**src/rtl/inst_fetch_unit_pkg.sv**
```systemverilog
// Shared widths, reset PC and the fetch-entry layout for the instruction fetch stage.
package inst_fetch_unit_pkg;

   localparam int IFU_ADDR_W   = 10;
   localparam int IFU_DATA_W   = 16;
   localparam int IFU_RESET_PC = 0;

   typedef struct packed {
      logic [IFU_ADDR_W-1:0] pc;
      logic [IFU_DATA_W-1:0] inst;
   } fetch_entry_t;

endpackage

```
**src/rtl/fetch_skid_buffer.sv**
```systemverilog
// Two-entry FIFO between the memory return path and decode; flush empties it in one edge.
module fetch_skid_buffer
   import inst_fetch_unit_pkg::*;
#(
   parameter int W = $bits(fetch_entry_t)
) (
   input  logic         clk,
   input  logic         reset,
   input  logic         enq,
   input  logic [W-1:0] enq_data,
   input  logic         deq,
   input  logic         flush,
   output logic [1:0]   count,
   output logic [W-1:0] head
);

   logic [W-1:0] slot [2];
   logic         rd_ptr;
   logic         wr_ptr;

   assign head = slot[rd_ptr];

   // Slots are not cleared on flush; count alone decides validity.
   always_ff @(posedge clk or posedge reset) begin
      if (reset) begin
         slot[0] <= '0;
         slot[1] <= '0;
         rd_ptr  <= 1'b0;
         wr_ptr  <= 1'b0;
         count   <= 2'd0;
      end else if (flush) begin
         rd_ptr <= 1'b0;
         wr_ptr <= 1'b0;
         count  <= 2'd0;
      end else begin
         if (enq) begin
            slot[wr_ptr] <= enq_data;
            wr_ptr       <= ~wr_ptr;
         end
         if (deq) begin
            rd_ptr <= ~rd_ptr;
         end
         count <= count + {1'b0, enq} - {1'b0, deq};
      end
   end

endmodule

```
**src/rtl/inst_fetch_unit.sv**
```systemverilog
// Fetch stage: issues one address per cycle to a 1-cycle memory and queues returns for decode.
module inst_fetch_unit
   import inst_fetch_unit_pkg::*;
#(
   parameter int ADDR_W   = IFU_ADDR_W,
   parameter int DATA_W   = IFU_DATA_W,
   parameter int RESET_PC = IFU_RESET_PC
) (
   input  logic              clk,
   input  logic              reset,
   output logic [ADDR_W-1:0] addr_inst,
   input  logic [DATA_W-1:0] out_inst,
   input  logic              redirect,
   input  logic [ADDR_W-1:0] redirect_pc,
   input  logic              halt,
   output logic [DATA_W-1:0] inst,
   output logic [ADDR_W-1:0] inst_pc,
   output logic              inst_valid,
   input  logic              inst_ready
);

   logic [ADDR_W-1:0]        pc;
   logic [ADDR_W-1:0]        pc_q;
   logic                     inflight;
   logic [1:0]               count;
   logic [ADDR_W+DATA_W-1:0] head;
   logic                     pop;
   logic [1:0]               occupancy;
   logic                     issue;

   assign addr_inst  = pc;
   assign inst_valid = (count != 2'd0);
   assign {inst_pc, inst} = head;
   assign pop        = inst_valid && inst_ready;

   // Entries that will be held after this edge; issuing only below 2 keeps the buffer from overflowing.
   assign occupancy = count - {1'b0, pop} + {1'b0, inflight};
   assign issue     = !redirect && !halt && (occupancy < 2'd2);

   always_ff @(posedge clk or posedge reset) begin
      if (reset) begin
         pc       <= ADDR_W'(RESET_PC);
         pc_q     <= '0;
         inflight <= 1'b0;
      end else if (redirect) begin
         pc       <= redirect_pc;
         inflight <= 1'b0;
      end else if (issue) begin
         pc       <= pc + 1'b1;
         pc_q     <= pc;
         inflight <= 1'b1;
      end else begin
         inflight <= 1'b0;
      end
   end

   fetch_skid_buffer #(
      .W (ADDR_W + DATA_W)
   ) u_buf (
      .clk      (clk),
      .reset    (reset),
      .enq      (inflight && !redirect),
      .enq_data ({pc_q, out_inst}),
      .deq      (pop),
      .flush    (redirect),
      .count    (count),
      .head     (head)
   );

endmodule

```
**config.mk**
```make
export PLATFORM = sky130hd
export DESIGN_NAME = inst_fetch_unit
export DESIGN_NICKNAME = d
export VERILOG_FILES = /design/src/rtl/inst_fetch_unit_pkg.sv /design/src/rtl/fetch_skid_buffer.sv /design/src/rtl/inst_fetch_unit.sv
export SDC_FILE = /design/constraint.sdc
export NUM_CORES = 1
export LEC_CHECK = 0
export ABC_AREA = 1
export CORE_MARGIN = 2
export CORE_UTILIZATION = 52
export DETAILED_ROUTE_END_ITERATION = 10
export GPL_ROUTABILITY_DRIVEN = 0
export GPL_TIMING_DRIVEN = 0
export PLACE_DENSITY_LB_ADDON = 0.25
export SLEW_MARGIN = 20
export SYNTH_ARGS = -nofsm -noshare
export SYNTH_HDL_FRONTEND = slang
export SYNTH_SLANG_ARGS = --single-unit
```
**constraint.sdc**
```tcl
create_clock -name clk -period 3.6 [get_ports clk]
set_input_delay 0.72 -clock clk [delete_from_list [all_inputs] [get_ports clk]]
set_output_delay 0.72 -clock clk [all_outputs]
set_load 0.1 [all_outputs]
```
==> results by stage, run 1 <==
Floorplanning:
- The core region is 6790 sq um.
- The number of rows created at floorplan is 30.
- The chip width is 88.0 um.
- The die area is 7740 sq um.
- The initial cell density of the core is 54.0%.
- Measured along the y axis, the die boundary spans 88.0 um.
- The number of top-level pins is 68.

Placed design:
- Once detailed placement completed, the half-perimeter wirelength came to 5630 um.
- Prior to clock tree synthesis, the placed netlist has a worst setup slack of 0.401 ns.
- The cell area after placement is 4490 sq um.
- The number of buffers added on ports is 67.

Route:
- The DRC violation count after routing is 0.
- Using the TritonRoute via totals, the vias-per-cell ratio works out to 4.97.
- The met3 wirelength from detailed routing is 396 um.
- The routed wire length on met2 is 4000 um.
- Detailed routing inserted a total of 3129 vias.
- In the final routed layout, each cell accounts on average for 12.7 um.
- The count of nets left with antenna violations once routing finished came out at 0.
- Routed signal wires occupy layers up through met4.
- In this run, the number of DRC markers left after iteration 0 of detailed routing was 193.
- The first detailed-routing pass ran for 4 iterations.
- Wires add up to 8010 um.
- The met1 routed wirelength after detailed routing is 3480 um.

Timing:
- The smallest setup slack after layout is 0.271 ns.
- Clock skew on the completed layout was measured at 0.0101 ns.
- The shortest clock period the worst path allows after layout is 3.33 ns.
- The worst path uses 92.5% of the clock period.
- The total count of hold-check failures in the final report was 0.
- The worst-margin pin slew is 0.988 ns.
- The total of endpoints with negative setup slack in the final report is 0.
- Based on the critical path, the design can be clocked at up to 300 MHz.
- Setup repair after global routing left no endpoint under its margin.
- The worst slew margin relative to its limit is 34.0%.
- The number of pins with negative max-slew slack in the final report was 0.

Clock tree:
- The clock passes through at most 2 buffers.
- The total of hold buffers inserted after clock tree synthesis is 0.
- CTS built an H-tree with a depth of 3.
- TritonCTS built the clock tree.
- The number of buffers inserted by post-CTS setup repair is 0.
- The number of sinks on the clock net is 77.
- The buffer type at the clock tree root is sky130_fd_sc_hd__clkbuf_8.
- The number of clock buffers inserted by TritonCTS is 9.
- The clock reaches the later pin of the worst-skew pair after 0.34 ns.
- After clock tree synthesis, the clock-pin slew on the worst setup and hold paths is 0.07 ns.

Global routing:
- The first global-routing pass estimated 13500 um of wire.
- The maximum number of pins on one net before global-route repair is 53.
- The total global routing track utilization is 22.8%.
- The initial antenna violation count is 0.
- The global-route congestion overflow total is 0.
- The via count of the first global-routing pass is 3014.

Logic synthesis:
- After synthesis, the cell types taking the most area are sky130_fd_sc_hd__dfrtp_1 (53%), sky130_fd_sc_hd__nand2_1 (19%), sky130_fd_sc_hd__o21ai_2 (6.2%).
- After synthesis, the share of flip-flops with an asynchronous set or reset is 100%.
- Summing the sequential cell areas from Yosys gives 52.5% of the chip area.
- The biggest area contributor in the post-synthesis netlist is sky130_fd_sc_hd__dfrtp_1.
- Synthesis handed over a netlist of 450 instances.
- The most frequently used flop master after synthesis is sky130_fd_sc_hd__dfrtp_1.
- Ranked by instance count, the synthesized netlist is headed by sky130_fd_sc_hd__nand2_1 (190), sky130_fd_sc_hd__dfrtp_1 (77), sky130_fd_sc_hd__inv_1 (44).
- The synthesized netlist contains 21 unique library cells.
- The most common cell in the synthesized netlist is sky130_fd_sc_hd__nand2_1.
- In this run the biggest area consumer among cell types represents 52.5% of the synthesized area.
- After synthesis the netlist holds a flip-flop and latch count of 77.
- Dividing the synthesized area by the synthesized cell count gives 8.15 sq um.
- Yosys mapped a number of flops with a built-in enable equal to 0.
- The cell area after synthesis is 3670 sq um.
- The number of nets produced by synthesis is 485.
- The count of yosys warnings during synthesis is 0.

Cells and area:
- The cell area after layout is 4720 sq um.
- The total number of nets in the final design is 564.
- Relative to the synthesized area, the layout overhead comes to 28.7%.
- The layout has 585 filler cells.
- The multi-input combinational cells in the finished layout cover a total of 1430 sq um.
- The core occupancy in the finished layout is 69.5%.
- The register area is 1930 sq um.
- The final antenna diode count is 0.
- The fraction of layout cells with a size suffix above 1 is 10.7%.

Setup path:
- Along the worst path, the maximum fanout reaches 10.
- The number of cells on the worst reg-to-reg path is 13.
- The type of element launching the critical path is a flip-flop.
- The capturing point of the worst reg2reg path is addr_inst[3].
- The data arrival time of the worst path is 2.61 ns.
- The startpoint of the most critical register-to-register path is u_buf.count[1].
- The slack of the worst reg-to-reg path is 1.66 ns.
- The critical path in this run is classified as flip-flop to output pin.
- The beginning of the critical path is u_buf.rd_ptr.
- STA puts the critical path data required time at 2.88 ns.
- STA classifies the critical path endpoint as an output pin.

Min path:
- Along the worst hold path, the cell count comes to 2.
- The worst hold path begins at u_buf.slot[47].
- The worst hold endpoint is u_buf.slot[47].
- The path type of the worst min-delay path is flip-flop to flip-flop.

Flow run:
- The reported max-cap violation count is 0.

Status:
- The flow ran to the end, and the final reports show no timing, DRC or antenna violations.
cells in the final DEF (no fill, tap or decap), drive strengths merged:
cell type / n
nand2: 190
dfrtp: 77
o21ai: 65
clkdlybuf4s50: 48
inv: 46
nand3: 28
dlymetal6s2s: 19
clkbuf: 18
buf: 16
nor2: 11
ha: 4
clkinv: 4
xor2: 3
nand4: 1
or2: 1
xnor2: 1
a21oi: 1
bufinv: 1
worst max path at each step:
stage	to	slack (ns)	depth (start not counted)
floorplan	addr_inst[0]	0.91	1
global placement	u_buf.slot[37]	-0.25	2
detailed placement	inst_pc[1]	0.40	6
CTS	inst[7]	0.02	6
global route	inst_pc[4]	0.14	5
finish	inst_pc[4]	0.27	5
area by class of cell:
| class | count | area share (%) |
|---|---|---|
| clock buffers | 12 | 2.86 |
| plain buffers | 21 | 2.94 |
| well taps | 96 | 2.55 |
| multi-input cells | 305 | 30.2 |
| clock inverters | 4 | 1.03 |
| inverters | 47 | 3.79 |
| flip-flops and latches | 77 | 40.8 |
| repair buffers | 68 | 15.8 |
sequential cells by signal (all words and copies together) (netlist names):
name,count
addr_inst,10
inflight,1
pc_q,10
u_buf.count,2
u_buf.rd_ptr,1
u_buf.slot,52
u_buf.wr_ptr,1
per-layer routing:
metal  vias up  global-route usage (%)
li1       1558                       -
met1      1467                    28.5
met2        94                    38.1
met3        10                    4.05
met4         0                    11.2
met5         -                       0
critical path: stages (launching register included):
cell and delay (ns):
sky130_fd_sc_hd__dfrtp_1 0.33, sky130_fd_sc_hd__buf_2 0.20, sky130_fd_sc_hd__buf_1 0.41, sky130_fd_sc_hd__nand2_1 0.09, sky130_fd_sc_hd__nand2_1 0.09, sky130_fd_sc_hd__clkdlybuf4s50_1 1.14
kinds of logic after synthesis:
kind of cell	Yosys count	synth area share (%)
xor+xnor	4	0.955
buf+inv	68	8.60
simple gates	231	24.9
compound gates	66	11.7
flops	77	52.5
fa+ha+maj	4	1.36
stage by stage:
stage,TNS (ns),std cells,hold WS (ns)
after global placement,-19.19,613,0.464
after CTS,0,630,0.488
after floorplan,0,450,0.453
after detailed placement,0,614,0.469
final,0,630,0.483
after global routing,0,630,0.500
repair_timing:
item,4_1_cts,5_1_grt
endpoints found under the setup margin,0,19
endpoints found under the hold margin,0,0
gates resized for setup,0,19
Power of run 1 is not shown: default switching activity piles up to over one toggle a cycle in this logic, so the estimate is an artifact.
==> run 2: changes to the inputs <==
clock period = 3.7 ns   (was 3.6 ns; I/O delays follow)
==> results by stage, run 2 (same netlist as run 1, synthesis figures left out) <==
Clock tree:
- In this run the post-CTS setup repair buffer count came out at 0.
- The clock transition at the registers of the reported paths is 0.08 ns.
- The number of buffers on the longest clock path is 2.
- In this run, CTS created clock tree buffers numbering 9.
- TritonCTS built the clock tree.
- The root buffer cell chosen for the clock tree is sky130_fd_sc_hd__clkbuf_8.
- The clock insertion delay at the later pin of the skew report is 0.34 ns.
- The H-tree generated during clock tree synthesis spans 3 levels.
- Counting every sink on the clock net gives 77.

Cells and area:
- The total number of nets in the final design is 564.
- The core occupancy in the finished layout is 69.1%.
- The fill cell instance count of the final layout is 591.
- The synthesis-to-finish area growth is 28.0%.
- In the layout the commonest cells are sky130_fd_sc_hd__nand2_1 (190), sky130_fd_sc_hd__dfrtp_1 (77), sky130_fd_sc_hd__clkdlybuf4s50_1 (58), sky130_fd_sc_hd__inv_1 (43), sky130_fd_sc_hd__o21ai_0 (38).
- The number of flip-flops under the largest register name is 52.
- The fraction of layout cells with a size suffix above 1 is 10.7%.
- The final antenna diode count is 0.
- The largest register by flop count is u_buf.slot.
- Leaving out fill and tap cells, the most frequent cell in the layout is sky130_fd_sc_hd__nand2_1.

Route:
- Using the TritonRoute via totals, the vias-per-cell ratio works out to 5.00.
- The count of nets left with antenna violations once routing finished came out at 0.
- The routed layout has 3151 vias.
- The wire length per cell after detailed routing is 12.7 um.
- For this block, the routed nets add up to 8030 um of wire.
- The starting DRC count in detailed routing is 188.
- In the routed design, unresolved DRC markers number 0.
- For this run, the detailed router's first-pass iteration total came to 8.

Floorplanning:
- The region available for standard cell placement spans 6790 sq um.
- The floorplan has 30 rows.
- The number of top-level pins is 68.
- The initial cell density of the core is 54.0%.
- The die is 88.0 um tall.
- The die area is 7740 sq um.
- The chip width is 88.0 um.

Timing:
- The final critical path takes up 96.7% of the cycle.
- Setup repair after global routing left no endpoint under its margin.
- The total count of hold-check failures in the final report was 0.
- The final clock skew is 0.00978 ns.
- At the pin with the least slew margin, the transition time is 0.983 ns.
- The worst slew margin relative to its limit is 34.3%.
- Counting I/O delays and the setup requirement, the final critical path takes 3.58 ns.
- The number of pins with negative max-slew slack in the final report is 0.
- The total of endpoints with negative setup slack in the final report is 0.
- The smallest setup slack after layout is 0.121 ns.
- The highest clock frequency the design can meet is 279 MHz.
- Adding up every negative setup slack in the final design gives 0 ns.

Global routing:
- Entering global routing, the biggest net connects 53 pins.
- The via count of the first global-routing pass was 3014.
- The global-route congestion overflow total is 0.
- For this run, the total global-route usage over all layers was measured as 22.8%.
- The first global-routing pass estimated 13500 um of wire.
- The initial antenna violation count is 0.

Setup path:
- The type of element launching the critical path is a flip-flop.
- The maximum fanout encountered on the critical timing path is 10.
- For the worst setup path, the data required time is 2.96 ns.
- The data arrival time of the worst path is 2.84 ns.
- The critical path endpoint category is an output pin.
- The critical path is of the flip-flop to output pin type.

Min path:
- The path type of the worst min-delay path is flip-flop to flip-flop.

Placed design:
- The count of buffers added on input and output ports is 67.
- The HPWL after detailed placement is 5630 um.
- The minimum setup slack after placement is 0.481 ns.

Flow run:
- Max-cap violations in this run came to 0.

Status:
- The run finished with clean final reports.
run 2: critical path, stage by stage (launching register included):
cell and delay [ns]:
sky130_fd_sc_hd__dfrtp_1 0.37, sky130_fd_sc_hd__buf_2 0.18, sky130_fd_sc_hd__clkinv_1 0.21, sky130_fd_sc_hd__clkbuf_1 0.43, sky130_fd_sc_hd__nand2_1 0.09, sky130_fd_sc_hd__nand2_1 0.09, sky130_fd_sc_hd__clkdlybuf4s50_1 1.12
run 2: layout make-up:
cell class	instances	area, sq um	share of cell area, %
buffer	21	139	2.96
sequential	77	1930	41.0
multi-input combinational	305	1430	30.4
clock inverter	4	48.8	1.04
timing repair buffer	68	721	15.4
tap	96	120	2.56
inverter	47	179	3.81
clock buffer	12	135	2.88
run 2: metal layers:
| layer | up-vias | GRT usage, % | wire [um] |
|---|---|---|---|
| met5 | - | 0 | 0 |
| met4 | 0 | 11.2 | 157 |
| met3 | 13 | 4.05 | 364 |
| met2 | 104 | 38.1 | 3970 |
| met1 | 1477 | 28.5 | 3550 |
| li1 | 1557 | - | - |
run 2: what timing repair did:
item / in CTS / in global routing
setup endpoints to repair: 0 / 9
hold buffers: 0 / 0
resized for setup: 0 / 9
run 2: final timing paths:
check	startpoint	to	slack, ns	cells after the start
max	u_buf.rd_ptr	inst_pc[2]	0.12	6
min	u_buf.slot[47]	u_buf.slot[47]	0.48	2
max reg2reg	u_buf.count[1]	addr_inst[3]	1.75	13
min reg2reg	u_buf.slot[47]	u_buf.slot[47]	0.48	2
max in group asynchronous	reset	u_buf.slot[25]	2.43	3
min in group asynchronous	reset	addr_inst[8]	0.72	2
run 2: stage by stage:
stage	cells	hold slack, ns	cell area [sq um]
2_1_floorplan	450	0.453	3670
3_3_place_gp	613	0.464	4460
3_5_place_dp	614	0.469	4490
4_1_cts	630	0.488	4670
5_1_grt	630	0.500	4690
6_report	630	0.483	4690
Power of run 2 is left out for the same reason.
